<file path="src/rtl/cpu_dbg_pkg.sv">
// cpu_dbg_pkg: shared states, word tags and frame sizing for the CPU state streamer.
package cpu_dbg_pkg;
   typedef enum logic [2:0] {IDLE, HDR, MEM, REG, END} state_t;
   localparam logic [1:0] TAG_PC  = 2'd0;
   localparam logic [1:0] TAG_MEM = 2'd1;
   localparam logic [1:0] TAG_REG = 2'd2;
   localparam logic [1:0] TAG_END = 2'd3;
   localparam int FRAME_LEN = 66;
   function automatic int frame_len(input int mem_words, input int reg_num);
      return 2 + mem_words + reg_num;
   endfunction
endpackage

</file>
<file path="src/rtl/dbg_out_reg.sv">
// dbg_out_reg: single-entry valid/ready output register; refills on the cycle it empties.
module dbg_out_reg #(
   parameter int W = 35
) (
   input  logic         clk_i,
   input  logic         rst_i,
   input  logic         ld_i,
   input  logic [W-1:0] d_i,
   input  logic         ready_i,
   output logic         valid_o,
   output logic [W-1:0] q_o,
   output logic         can_ld_o
);
   assign can_ld_o = ~valid_o | ready_i;
   always_ff @(posedge clk_i or negedge rst_i)
      if (!rst_i) begin
         valid_o <= 1'b0;
         q_o     <= '0;
      end else if (can_ld_o) begin
         valid_o <= ld_i;
         if (ld_i) q_o <= d_i;
      end
endmodule

</file>
<file path="src/rtl/cpu_state_streamer.sv">
// cpu_state_streamer: on request, freezes the core and streams PC, data memory and
// register file as a framed, tagged word stream.
module cpu_state_streamer
   import cpu_dbg_pkg::*;
#(
   parameter int DW        = 32,
   parameter int MEM_WORDS = 32,
   parameter int REG_NUM   = 32,
   parameter int CNT_W     = 16
) (
   input  logic             clk_i,
   input  logic             rst_i,
   input  logic             snap_req_i,
   input  logic [DW-1:0]    pc_i,
   output logic [4:0]       mem_addr_o,
   input  logic [DW-1:0]    mem_data_i,
   output logic [4:0]       rf_addr_o,
   input  logic [DW-1:0]    rf_data_i,
   output logic             out_valid_o,
   input  logic             out_ready_i,
   output logic [DW-1:0]    out_data_o,
   output logic [1:0]       out_tag_o,
   output logic             out_last_o,
   output logic             busy_o,
   output logic             freeze_o,
   output logic [CNT_W-1:0] snap_cnt_o,
   output logic [CNT_W-1:0] drop_cnt_o
);
   state_t            state_q, state_d;
   logic [4:0]        idx_q, idx_d;
   logic [DW-1:0]     pc_q, pc_d;
   logic              pending_q, pending_d;
   logic [CNT_W-1:0]  snap_d, drop_d, snap_inc;
   logic              ld, can_ld, end_xfer;
   logic [DW+2:0]     d, q;

   assign snap_inc = &snap_cnt_o ? snap_cnt_o : snap_cnt_o + 1'b1;
   assign end_xfer = out_valid_o & out_ready_i & out_last_o;
   assign busy_o   = (state_q != IDLE) | pending_q;
   assign freeze_o = busy_o;
   assign {out_last_o, out_tag_o, out_data_o} = q;

   always_comb begin
      state_d    = state_q;
      idx_d      = idx_q;
      pc_d       = pc_q;
      pending_d  = pending_q;
      snap_d     = snap_cnt_o;
      drop_d     = drop_cnt_o;
      ld         = 1'b0;
      d          = '0;
      mem_addr_o = '0;
      rf_addr_o  = '0;
      case (state_q)
         IDLE: if (snap_req_i | pending_q) begin
            pc_d      = pc_i;
            pending_d = 1'b0;
            state_d   = HDR;
         end
         HDR: begin
            ld = can_ld;
            d  = {1'b0, TAG_PC, pc_q};
            if (ld) begin
               idx_d   = '0;
               state_d = MEM;
            end
         end
         MEM: begin
            ld         = can_ld;
            mem_addr_o = ld ? idx_q : '0;
            d          = {1'b0, TAG_MEM, mem_data_i};
            if (ld) begin
               idx_d   = (idx_q == 5'(MEM_WORDS - 1)) ? '0 : idx_q + 5'd1;
               state_d = (idx_q == 5'(MEM_WORDS - 1)) ? REG : MEM;
            end
         end
         REG: begin
            ld        = can_ld;
            rf_addr_o = ld ? idx_q : '0;
            d         = {1'b0, TAG_REG, rf_data_i};
            if (ld) begin
               idx_d   = (idx_q == 5'(REG_NUM - 1)) ? '0 : idx_q + 5'd1;
               state_d = (idx_q == 5'(REG_NUM - 1)) ? END : REG;
            end
         end
         default: begin
            // END is loaded once; afterwards the register holds it until it drains
            ld = can_ld & ~(out_valid_o & out_last_o);
            d  = {1'b1, TAG_END, DW'(snap_inc)};
            if (end_xfer) begin
               snap_d  = snap_inc;
               state_d = IDLE;
            end
         end
      endcase
      if (state_q != IDLE && snap_req_i) begin
         pending_d = 1'b1;
         drop_d    = pending_q ? (&drop_cnt_o ? drop_cnt_o : drop_cnt_o + 1'b1) : drop_cnt_o;
      end
   end

   always_ff @(posedge clk_i or negedge rst_i)
      if (!rst_i) begin
         state_q    <= IDLE;
         idx_q      <= '0;
         pc_q       <= '0;
         pending_q  <= 1'b0;
         snap_cnt_o <= '0;
         drop_cnt_o <= '0;
      end else begin
         state_q    <= state_d;
         idx_q      <= idx_d;
         pc_q       <= pc_d;
         pending_q  <= pending_d;
         snap_cnt_o <= snap_d;
         drop_cnt_o <= drop_d;
      end

   dbg_out_reg #(.W(DW + 3)) u_out (
      .clk_i    (clk_i),
      .rst_i    (rst_i),
      .ld_i     (ld),
      .d_i      (d),
      .ready_i  (out_ready_i),
      .valid_o  (out_valid_o),
      .q_o      (q),
      .can_ld_o (can_ld)
   );
endmodule

</file>
<file path="config.mk">
export PLATFORM = sky130hd
export DESIGN_NAME = cpu_state_streamer
export DESIGN_NICKNAME = d
export VERILOG_FILES = /design/src/rtl/cpu_dbg_pkg.sv /design/src/rtl/dbg_out_reg.sv /design/src/rtl/cpu_state_streamer.sv
export SDC_FILE = /design/constraint.sdc
export NUM_CORES = 1
export LEC_CHECK = 0
export ABC_CLOCK_PERIOD_IN_PS = 2360
export CAP_MARGIN = 0
export CORE_MARGIN = 2
export CORE_UTILIZATION = 47
export DETAILED_ROUTE_END_ITERATION = 12
export GPL_TIMING_DRIVEN = 0
export HOLD_SLACK_MARGIN = 0.08
export PLACE_DENSITY = 0.85
export SYNTH_ARGS = -nofsm -noshare
export SYNTH_HDL_FRONTEND = slang
export SYNTH_SLANG_ARGS = --single-unit
</file>
<file path="constraint.sdc">
create_clock -name clk_i -period 2.36 [get_ports clk_i]
set_input_delay 0.472 -clock clk_i [delete_from_list [all_inputs] [get_ports clk_i]]
set_output_delay 0.472 -clock clk_i [all_outputs]
set_load 0.02 [all_outputs]
</file>
==> results_dict.tcl, run 1 <==
set metrics [dict create \
    vias 4926 \
    regArea_um2 2733 \
    port_buffers 179 \
    p_leak_nw 3.378 \
    slew-limit-headroom 0.5193 \
    grt_pass1_wl_um 25540 \
    dr.pass1.iters 9 \
    cts_buffer_depth 2 \
    insertedDiodeCount 0 \
    routed_wl_um 15930 \
    synthArstFlopShare 1.000 \
    ir_drop_uv 473.3 \
    grt_overflow 0 \
    die_y_um 113.1 \
    synth_edf_count 0 \
    clock-sinks 109 \
    clk_latency_ps 360 \
    fin_worst_skew_ps 7.267 \
    power_density_nw_per_um2 878.9 \
    dp_hpwl_um 11840 \
    reg2reg_depth 7 \
    clockRootBuffer "clkbuf_16" \
    crit_required_ps 1890 \
    antenna_found_initial 0 \
    period_needed_ps 2281 \
    yosys_warnings 0 \
    worst_path_dominant_cell_family "buffers and inverters" \
    synthToLayoutAreaGrowth_pct 41.79 \
    maxCapViolations 0 \
    io_pins 180 \
    ant_nets 0 \
    r2r-start "snap_cnt_o[0]$_DFFE_PN0P_" \
    gp_congestion 0.8948 \
    synth_seq_area_share 0.4877 \
    grt_pass1_vias 5021 \
    cp.depth 5 \
    vias_per_cell 5.695 \
    htree_levels 3 \
    drc 9 \
    holdWs_ps 159.9 \
    timing.fmax_mhz 438.3 \
    path_buf_inv 4 \
    rows 39 \
    status "finished, violations left" \
    start_kind "flop" \
    track_usage 0.2538 \
    fin_crit_sh 0.9667 \
    end_kind "primary output" \
    avgRoutedWirePerCell_um 18.41 \
    worst_path_max_delay_cell "dfrtp_2" \
    cp_slowest_stage_delay_ps 430 \
    path_clk_slew_ps 70 \
    initial_utilization 0.4857 \
    synth.distinct_cells 47 \
    cp-startpoint "state_q[0]$_DFFE_PN0P_" \
    total_power_w 0.006969 \
    fin_util 0.6886 \
    synth-seq-cells 109 \
    final-hold-violation-count 0 \
    syn_inst 525 \
    grt_start_max_net_pins 57 \
    cp_common_cell "buf_6" \
    dr.first_iter.drc_count 348 \
    path_max_fanout 10 \
    cts_tree "built" \
    rsz0062_at_grt "no" \
    nFillCells 897 \
    synth_area_um2 5593 \
    slew_violations 0 \
    avgSynthCellArea_um2 10.65 \
    arrival_ps 1810 \
    drive_gt1_frac 0.1690 \
    violations "DRC" \
    hp-class "primary input to async pin" \
    dieArea_um2 12790 \
    hold_buffers 0 \
    multi_input_area_um2 2695 \
    fp.dieW_um 113.1 \
    setup_viol 0 \
    worst_pin_slew_ps 713.4 \
    core_area_um2 11520 \
    cts_buffers 9 \
    crit_chain "buf_6, buf_6, buf_4, and3_1, clkdlybuf4s15_1" \
    ys.flop_type "dfrtp_1" \
    syn-num-nets 630 \
    final_nets 822 \
    worstSetupPathType "flop to primary output" \
]
-- what timing repair did --
| item | CTS | global route |
|---|---|---|
| buffers inserted | 1 | 2 |
| hold endpoints to repair | 0 | 0 |
| endpoints found under the setup margin | 14 | 31 |
| pin swaps | 1 | 0 |
| resized for setup | 35 | 16 |
-- stage by stage --
| stage | cells | TNS, ps | setup WS [ps] | instance area (um2) |
|---|---|---|---|---|
| 3_5_place_dp | 848 | -15870 | -813.1 | 7589 |
| 6_report | 865 | 0 | 78.56 | 7930 |
| 4_1_cts | 863 | 0 | 3.958 | 7933 |
| 5_1_grt | 865 | 0 | 6.955 | 7930 |
| 3_3_place_gp | 847 | -358700 | -3181 | 7564 |
| 2_1_floorplan | 525 | 0 | 199.8 | 5593 |
-- cells by family after synthesis --
kind of cell / count (synthesis) / synth area share
and+or+nand+nor: 158 / 0.1400
DFF: 109 / 0.4877
AOI/OAI and AO/OA: 108 / 0.1327
muxes: 73 / 0.1465
buffers and inverters: 42 / 0.03490
xor gates and xnor gates: 30 / 0.04698
adders and majority gates: 5 / 0.01119
-- area by class of cell --
class | count | share of cell area
Sequential cell | 109 | 0.3446
Multi-Input combinational cell | 374 | 0.3399
Timing Repair Buffer | 183 | 0.2283
Clock buffer | 9 | 0.02840
Buffer | 34 | 0.02319
Tap cell | 143 | 0.02256
Clock inverter | 7 | 0.01026
Inverter | 6 | 0.002840
-- placed cells by master, fill, tap and decap left out, types with 5 or more instances in the layout --
cell type        synthesis  final
clkdlybuf4s50_1          0    166
inv_1                    6      6
nand4_1                 12     12
nor3_1                   6      6
o21ai_0                 36     36
and2_1                   6      6
a22oi_1                 33     33
nand2_1                 56     56
xnor2_1                 19     19
xor2_1                  11     11
nand3_1                 22     22
buf_2                   10     12
mux2i_1                  5      5
mux2_2                  67     67
a2bb2oi_1                6      6
o31ai_1                  5      5
clkbuf_1                20     18
dfrtp_1                109    105
clkbuf_16                0      9
and3_1                  14     13
o221ai_1                 8      8
nor2b_1                  6      5
buf_4                    2      7
nor2_1                  22     22
-- synthesized netlist by cell type (2+ instances only) --
cell type / n / area, um2
dfrtp_1: 109 / 2728
mux2_2: 67 / 754.5
nand2_1: 56 / 210.2
o21ai_0: 36 / 180.2
a22oi_1: 33 / 247.7
nand3_1: 22 / 110.1
nor2_1: 22 / 82.58
clkbuf_1: 20 / 75.07
xnor2_1: 19 / 166.4
and3_1: 14 / 87.58
nand4_1: 12 / 75.07
xor2_1: 11 / 96.34
buf_2: 10 / 50.05
o221ai_1: 8 / 70.07
a2bb2oi_1: 6 / 52.55
and2_1: 6 / 37.54
inv_1: 6 / 22.52
nor2b_1: 6 / 37.54
nor3_1: 6 / 30.03
ha_1: 5 / 62.56
mux2i_1: 5 / 50.05
o31ai_1: 5 / 37.54
nand2b_1: 4 / 25.02
nor4_1: 4 / 25.02
a31oi_1: 3 / 18.77
a21boi_0: 2 / 15.01
a21oi_1: 2 / 10.01
a22o_1: 2 / 17.52
and4_1: 2 / 17.52
buf_1: 2 / 7.510
buf_4: 2 / 15.01
o21a_1: 2 / 15.01
or4_4: 2 / 22.52
-- power by group --
group | total (W) | internal (W) | switching [W]
Sequential | 0.00282 | 0.00241 | 0.000406
Clock | 0.00158 | 0.000839 | 0.000737
Combinational | 0.00258 | 0.00132 | 0.00126
-- registers in the layout, indices dropped and copies added (netlist names) --
signal,count
pc_q,32
idx_q,5
state_q,3
pending_q,1
u_out.q_o,35
snap_cnt_o,16
u_out.valid_o,1
drop_cnt_o,16
-- final timing paths --
kind / end / slack [ps]
max: rf_addr_o[0] / 80
min: snap_cnt_o[6]$_DFFE_PN0P_ / 160
max reg2reg: u_out.q_o[11]$_DFFE_PN0P_ / 110
min reg2reg: u_out.q_o[27]$_DFFE_PN0P_ / 480
max in group asynchronous: state_q[1]$_DFFE_PN0P_ / 1480
min in group clk_i: u_out.q_o[27]$_DFFE_PN0P_ / 480
-- worst register-to-register path: cells and delay by family (launching register included) --
| kind | cells | cell delay (ps) |
|---|---|---|
| flops | 1 | 440 |
| fa+ha+maj | 1 | 260 |
| compound gates | 2 | 380 |
| simple gates | 3 | 910 |
| buf+inv | 1 | 190 |
-- metal layers --
layer  track usage  vias to the layer above  share of wire
met5             0                        -              0
met4       0.09675                        0          0.024
met3       0.04981                       25          0.066
met2        0.4351                      201           0.50
met1        0.3189                     2413           0.41
li1              -                     2287              -
No activity file was read; power rests on OpenSTA's default activity.
==> run 2, diff against run 1 <==
--- a/config.mk
+++ b/config.mk
@@ -5,14 +5,14 @@
 export SDC_FILE = /design/constraint.sdc
 export NUM_CORES = 1
 export LEC_CHECK = 0
-export ABC_CLOCK_PERIOD_IN_PS = 2360
+export ABC_CLOCK_PERIOD_IN_PS = 1800
 export CAP_MARGIN = 0
 export CORE_MARGIN = 2
-export CORE_UTILIZATION = 47
+export CORE_UTILIZATION = 42
 export DETAILED_ROUTE_END_ITERATION = 12
 export GPL_TIMING_DRIVEN = 0
 export HOLD_SLACK_MARGIN = 0.08
-export PLACE_DENSITY = 0.85
+export PLACE_DENSITY = 0.81
 export SYNTH_ARGS = -nofsm -noshare
 export SYNTH_HDL_FRONTEND = slang
 export SYNTH_SLANG_ARGS = --single-unit
==> constraint.sdc (replaced) <==
create_clock -name clk_i -period 1.8 [get_ports clk_i]
set_input_delay 0.18 -clock clk_i [delete_from_list [all_inputs] [get_ports clk_i]]
set_output_delay 0.18 -clock clk_i [all_outputs]
set_load 0.02 [all_outputs]
==> results_dict.tcl, run 2 (synthesis results as in run 1) <==
set metrics [dict create \
    clockRootBuffer "clkbuf_16" \
    holdWs_ps 339.7 \
    final-hold-violation-count 0 \
    worst_pin_slew_ps 585.3 \
    status "finished, violations left" \
    p_leak_nw 3.738 \
    grt_pass1_wl_um 26630 \
    ir_drop_uv 706.9 \
    dr.first_iter.drc_count 384 \
    dr.pass1.iters 5 \
    core_area_um2 13140 \
    maxCapViolations 0 \
    violations "setup timing" \
    arrival_ps 2110 \
    layout_setup_ws_ps -73.71 \
    power_density_nw_per_um2 1097 \
    hp-class "primary input to async pin" \
    end_kind "flop" \
    reg.largest.list "u_out.q_o x35, pc_q x32" \
    drive_gt1_frac 0.3229 \
    fin_worst_skew_ps 8.379 \
    fin_crit_sh 1.041 \
    die_y_um 119.4 \
    reg2reg_to "snap_cnt_o[13]$_DFFE_PN0P_" \
    path_clk_slew_ps 70 \
    vias 5202 \
    path_max_fanout 10 \
    largest_reg_flops 35 \
    initial_utilization 0.4257 \
    antenna_found_initial 0 \
    htree_levels 3 \
    cts_buffers 9 \
    fin_cells 944 \
    rsz0062_at_grt "yes" \
    grt_overflow 0 \
    gp_congestion 0.8633 \
    fin_util 0.6665 \
    dpl_cell_area_um2 7755 \
    layout_commonest_cell "clkdlybuf4s50_1" \
    final_nets 868 \
    track_usage 0.2363 \
    crit_required_ps 2040 \
    cp-startpoint "snap_cnt_o[13]$_DFFE_PN0P_" \
    port_buffers 179 \
    setup_viol 14 \
    fp.dieW_um 119.4 \
    slew-limit-headroom 0.6098 \
    slew_violations 0 \
    insertedDiodeCount 0 \
    place_inst 881 \
    io_pins 180 \
    clk_latency_ps 350 \
    clock-sinks 109 \
    period_needed_ps 1874 \
    start_kind "flop" \
    cts_tree "built" \
    avgRoutedWirePerCell_um 18.44 \
    reg2reg_depth 6 \
    layout_common_cells "164 x clkdlybuf4s50_1, 86 x dfrtp_1, 67 x mux2_2, 52 x nand2_1, 51 x buf_4" \
    grt_pass1_vias 5166 \
    routed_wl_um 17410 \
    r2r_slack_ps -70 \
    largest-register "u_out.q_o" \
    ant_nets 0 \
    worstSetupPathType "flop to flop" \
    dp_hpwl_um 11970 \
    vias_per_cell 5.511 \
    timing.fmax_mhz 533.7 \
    crit_end "snap_cnt_o[13]$_DFFE_PN0P_" \
    synthToLayoutAreaGrowth_pct 56.55 \
    rows 42 \
    grt_start_max_net_pins 73 \
    final_area_um2 8756 \
    drc 0 \
    cts_buffer_depth 2 \
    dieArea_um2 14260 \
    nFillCells 1004 \
    r2r-start "snap_cnt_o[13]$_DFFE_PN0P_" \
]
==> run 2: cell types whose count changed in the layout (fill, tap and decap cells not counted), moves of 6 or more <==
cell | before | now
buf_4 | 7 | 51
nor2_1 | 22 | 16
clkbuf_2 | 1 | 8
dfrtp_2 | 4 | 23
nand3_1 | 22 | 14
buf_6 | 3 | 11
o21ai_0 | 36 | 29
dfrtp_1 | 105 | 86
nand3_2 | 0 | 7
clkbuf_1 | 18 | 7
buf_8 | 0 | 6
==> run 2: layout make-up <==
| type | count | area, um2 | share of cell area |
|---|---|---|---|
| Tap cell | 176 | 220.2 | 0.02515 |
| Buffer | 32 | 291.5 | 0.03330 |
| Multi-Input combinational cell | 374 | 2969 | 0.3391 |
| Inverter | 6 | 22.52 | 0.002572 |
| Sequential cell | 109 | 2756 | 0.3148 |
| Timing Repair Buffer | 231 | 2187 | 0.2498 |
| Clock buffer | 12 | 236.5 | 0.02701 |
| Clock inverter | 4 | 72.57 | 0.008288 |
==> run 2: worst min path at each step <==
stage                                 to  cells after the start                 startpoint  slack [ps]
2_1_floorplan  drop_cnt_o[0]$_DFFE_PN0P_                      0                      rst_i        -120
3_3_place_gp   u_out.q_o[20]$_DFFE_PN0P_                      2  u_out.q_o[20]$_DFFE_PN0P_         460
3_5_place_dp   snap_cnt_o[9]$_DFFE_PN0P_                      1                      rst_i         180
4_1_cts        snap_cnt_o[9]$_DFFE_PN0P_                      2                      rst_i         360
5_1_grt        snap_cnt_o[9]$_DFFE_PN0P_                      2                      rst_i         380
6_report       snap_cnt_o[9]$_DFFE_PN0P_                      2                      rst_i         340
==> run 2: power by group <==
group          leakage (nW)  switching, W  internal, W  total (W)
Clock                 0.147      0.000873      0.00122    0.00209
Sequential             1.33      0.000534      0.00318    0.00371
Combinational          2.27       0.00179      0.00201    0.00380
Total                  3.74       0.00320      0.00641    0.00961
==> run 2: metrics by stage <==
step / worst slack, ps / setup TNS, ps / power [W]
CTS: -38.33 / -75.99 / 0.009433
global placement: -3919 / -426090 / 0.006978
global route: -136.7 / -2205 / 0.01012
floorplan: -80.55 / -582.7 / 0.005491
detailed placement: -875.5 / -42930 / 0.007130
finish: -73.71 / -500.1 / 0.009607
==> run 2: critical path: stages, from the launching register on <==
cell,delay (ps)
dfrtp_1,470
nand4_1,190
buf_4,190
nor4_2,320
nor2_2,180
nand3_1,140
a21boi_0,260
==> run 2: timing repair <==
action / CTS / global route
pin swaps: 9 / 12
hold endpoints to repair: 37 / 0
hold buffers: 1 / 0
cloned: 2 / 0
endpoints found under the setup margin: 108 / 94
resized for setup: 100 / 69
setup buffers: 36 / 12
==> run 2: metal layers <==
| layer | vias to the layer above | part of all wire | GRT usage |
|---|---|---|---|
| li1 | 2387 | - | - |
| met1 | 2540 | 0.41 | 0.3027 |
| met2 | 244 | 0.49 | 0.3998 |
| met3 | 31 | 0.082 | 0.05077 |
| met4 | 0 | 0.021 | 0.07647 |
| met5 | - | 0 | 0 |
==> run 3, diff against run 2 <==
--- a/config.mk
+++ b/config.mk
@@ -13,6 +13,7 @@
 export GPL_TIMING_DRIVEN = 0
 export HOLD_SLACK_MARGIN = 0.08
 export PLACE_DENSITY = 0.81
+export SLEW_MARGIN = 20
 export SYNTH_ARGS = -nofsm -noshare
 export SYNTH_HDL_FRONTEND = slang
 export SYNTH_SLANG_ARGS = --single-unit
==> results_dict.tcl, run 3 (synthesis results as in run 1) <==
set metrics [dict create \
    reg2reg_to "u_out.q_o[9]$_DFFE_PN0P_" \
    io_pins 180 \
    status "finished, violations left" \
    r2r_slack_ps -130 \
    largest-register "u_out.q_o" \
    cts_tree "built" \
    crit_chain "nand4_1, or4_4, clkbuf_16, nand3_2, xor2_1, o21ai_1" \
    slew_violations 0 \
    path_clk_slew_ps 80 \
    worst_pin_slew_ps 640.1 \
    track_usage 0.2379 \
    layout_setup_ws_ps -129.3 \
    port_buffers 179 \
    clockRootBuffer "clkbuf_16" \
    setup_viol 28 \
    clock-sinks 109 \
    grt_overflow 0 \
    clk_latency_ps 350 \
    place_inst 881 \
    violations "setup timing" \
    cts_buffers 9 \
    crit_end "u_out.q_o[9]$_DFFE_PN0P_" \
    layout_common_cells "165 x clkdlybuf4s50_1, 85 x dfrtp_1, 69 x buf_4, 67 x mux2_2, 53 x nand2_1" \
    slew-limit-headroom 0.5717 \
    vias_per_cell 5.584 \
    htree_levels 3 \
    drc 0 \
    fp.dieW_um 119.4 \
    ant_nets 0 \
    arrival_ps 2160 \
    drive_gt1_frac 0.3482 \
    dr.first_iter.drc_count 406 \
    antenna_found_initial 0 \
    period_needed_ps 1929 \
    start_kind "flop" \
    dieArea_um2 14260 \
    gp_congestion 0.8633 \
    dpl_cell_area_um2 7759 \
    cp-startpoint "snap_cnt_o[12]$_DFFE_PN0P_" \
    cp_slowest_stage_delay_ps 590 \
    avgRoutedWirePerCell_um 19.19 \
    ir_drop_uv 718.5 \
    final_nets 887 \
    worstSetupPathType "flop to flop" \
    end_kind "flop" \
    reg.largest.list "u_out.q_o x35, pc_q x32" \
    grt_pass1_wl_um 26820 \
    p_leak_nw 3.832 \
    path_max_fanout 8 \
    routed_wl_um 18480 \
    crit_required_ps 2030 \
    final_area_um2 8945 \
    reg2reg_depth 6 \
    largest_reg_flops 35 \
    grt_pass1_vias 5177 \
    fin_cells 963 \
    grt_start_max_net_pins 62 \
    dr.pass1.iters 5 \
    hp-class "primary input to async pin" \
    setup-tns-final_ps -1269 \
    rows 42 \
    rsz0062_at_grt "yes" \
    core_area_um2 13140 \
    timing.fmax_mhz 518.3 \
    dp_hpwl_um 12010 \
    fin_worst_skew_ps 12.23 \
    vias 5377 \
    initial_utilization 0.4257 \
    power_density_nw_per_um2 1077 \
    maxCapViolations 0 \
    cts_buffer_depth 2 \
    worst_path_dominant_cell_family "simple AND/OR/NAND/NOR gates" \
    cp.depth 6 \
    synthToLayoutAreaGrowth_pct 59.93 \
    path_buf_inv 1 \
    worst_path_max_delay_cell "or4_4" \
    fin_crit_sh 1.072 \
    die_y_um 119.4 \
    insertedDiodeCount 0 \
    final-hold-violation-count 0 \
    r2r-start "snap_cnt_o[12]$_DFFE_PN0P_" \
    layout_commonest_cell "clkdlybuf4s50_1" \
]
run 3: changes by cell type in the layout (fill, tap and decap cells not counted), sizes merged:
cell	before	now
clkdlybuf4s15	0	1
dlymetal6s2s	1	0
buf	79	101
clkdlybuf4s50	164	165
dlygate4sd2	2	1
clkbuf	28	25
run 3: area by class of cell:
type	instances	area, um2
tap	176	220.2
inverter	6	25.02
multi-input combinational	374	3030
sequential	109	2758
clock inverter	4	72.57
timing repair buffer	251	2351
buffer	31	251.5
fill	985	4193
clock buffer	12	236.5
run 3: repair_timing:
action / 4_1_cts / 5_1_grt
gates cloned: 2 / 1
buffers inserted: 30 / 37
pin swaps: 10 / 17
hold buffers: 1 / 0
endpoints found under the setup margin: 108 / 100
gates resized for setup: 96 / 88
endpoints found under the hold margin: 48 / 0
run 3: worst min path at each step:
stage / start / to / slack, ps / cells after the start
6_report: rst_i / snap_cnt_o[7]$_DFFE_PN0P_ / 330 / 2
5_1_grt: rst_i / u_out.q_o[9]$_DFFE_PN0P_ / 380 / 2
4_1_cts: rst_i / snap_cnt_o[7]$_DFFE_PN0P_ / 350 / 2
3_5_place_dp: rst_i / snap_cnt_o[7]$_DFFE_PN0P_ / 150 / 1
3_3_place_gp: u_out.q_o[20]$_DFFE_PN0P_ / u_out.q_o[20]$_DFFE_PN0P_ / 460 / 2
2_1_floorplan: rst_i / drop_cnt_o[0]$_DFFE_PN0P_ / -120 / 0
run 3: power by group:
| part | switching [W] | total (W) | internal [W] |
|---|---|---|---|
| logic | 0.00181 | 0.00381 | 0.00200 |
| clock network | 0.000889 | 0.00211 | 0.00122 |
| registers | 0.000533 | 0.00371 | 0.00318 |
run 3: routing by layer:
metal / GRT usage / vias to the layer above / wire (um)
met3: 0.06178 / 43 / 1558
met4: 0.07794 / 0 / 447
met5: 0 / - / 0
li1: - / 2420 / -
met2: 0.3962 / 305 / 9325
met1: 0.3030 / 2609 / 7152
run 3: stage by stage:
step	setup WS [ps]	hold slack (ps)	utilization	total power (W)
floorplan	-80.55	-115.6	-	0.005491
global placement	-3919	461.6	0.5884	0.006978
detailed placement	-879.3	154.1	0.5906	0.007132
CTS	-91.70	354.3	0.6388	0.009419
global route	-249.4	375.3	0.6809	0.01011
finish	-129.3	328.1	0.6809	0.009634
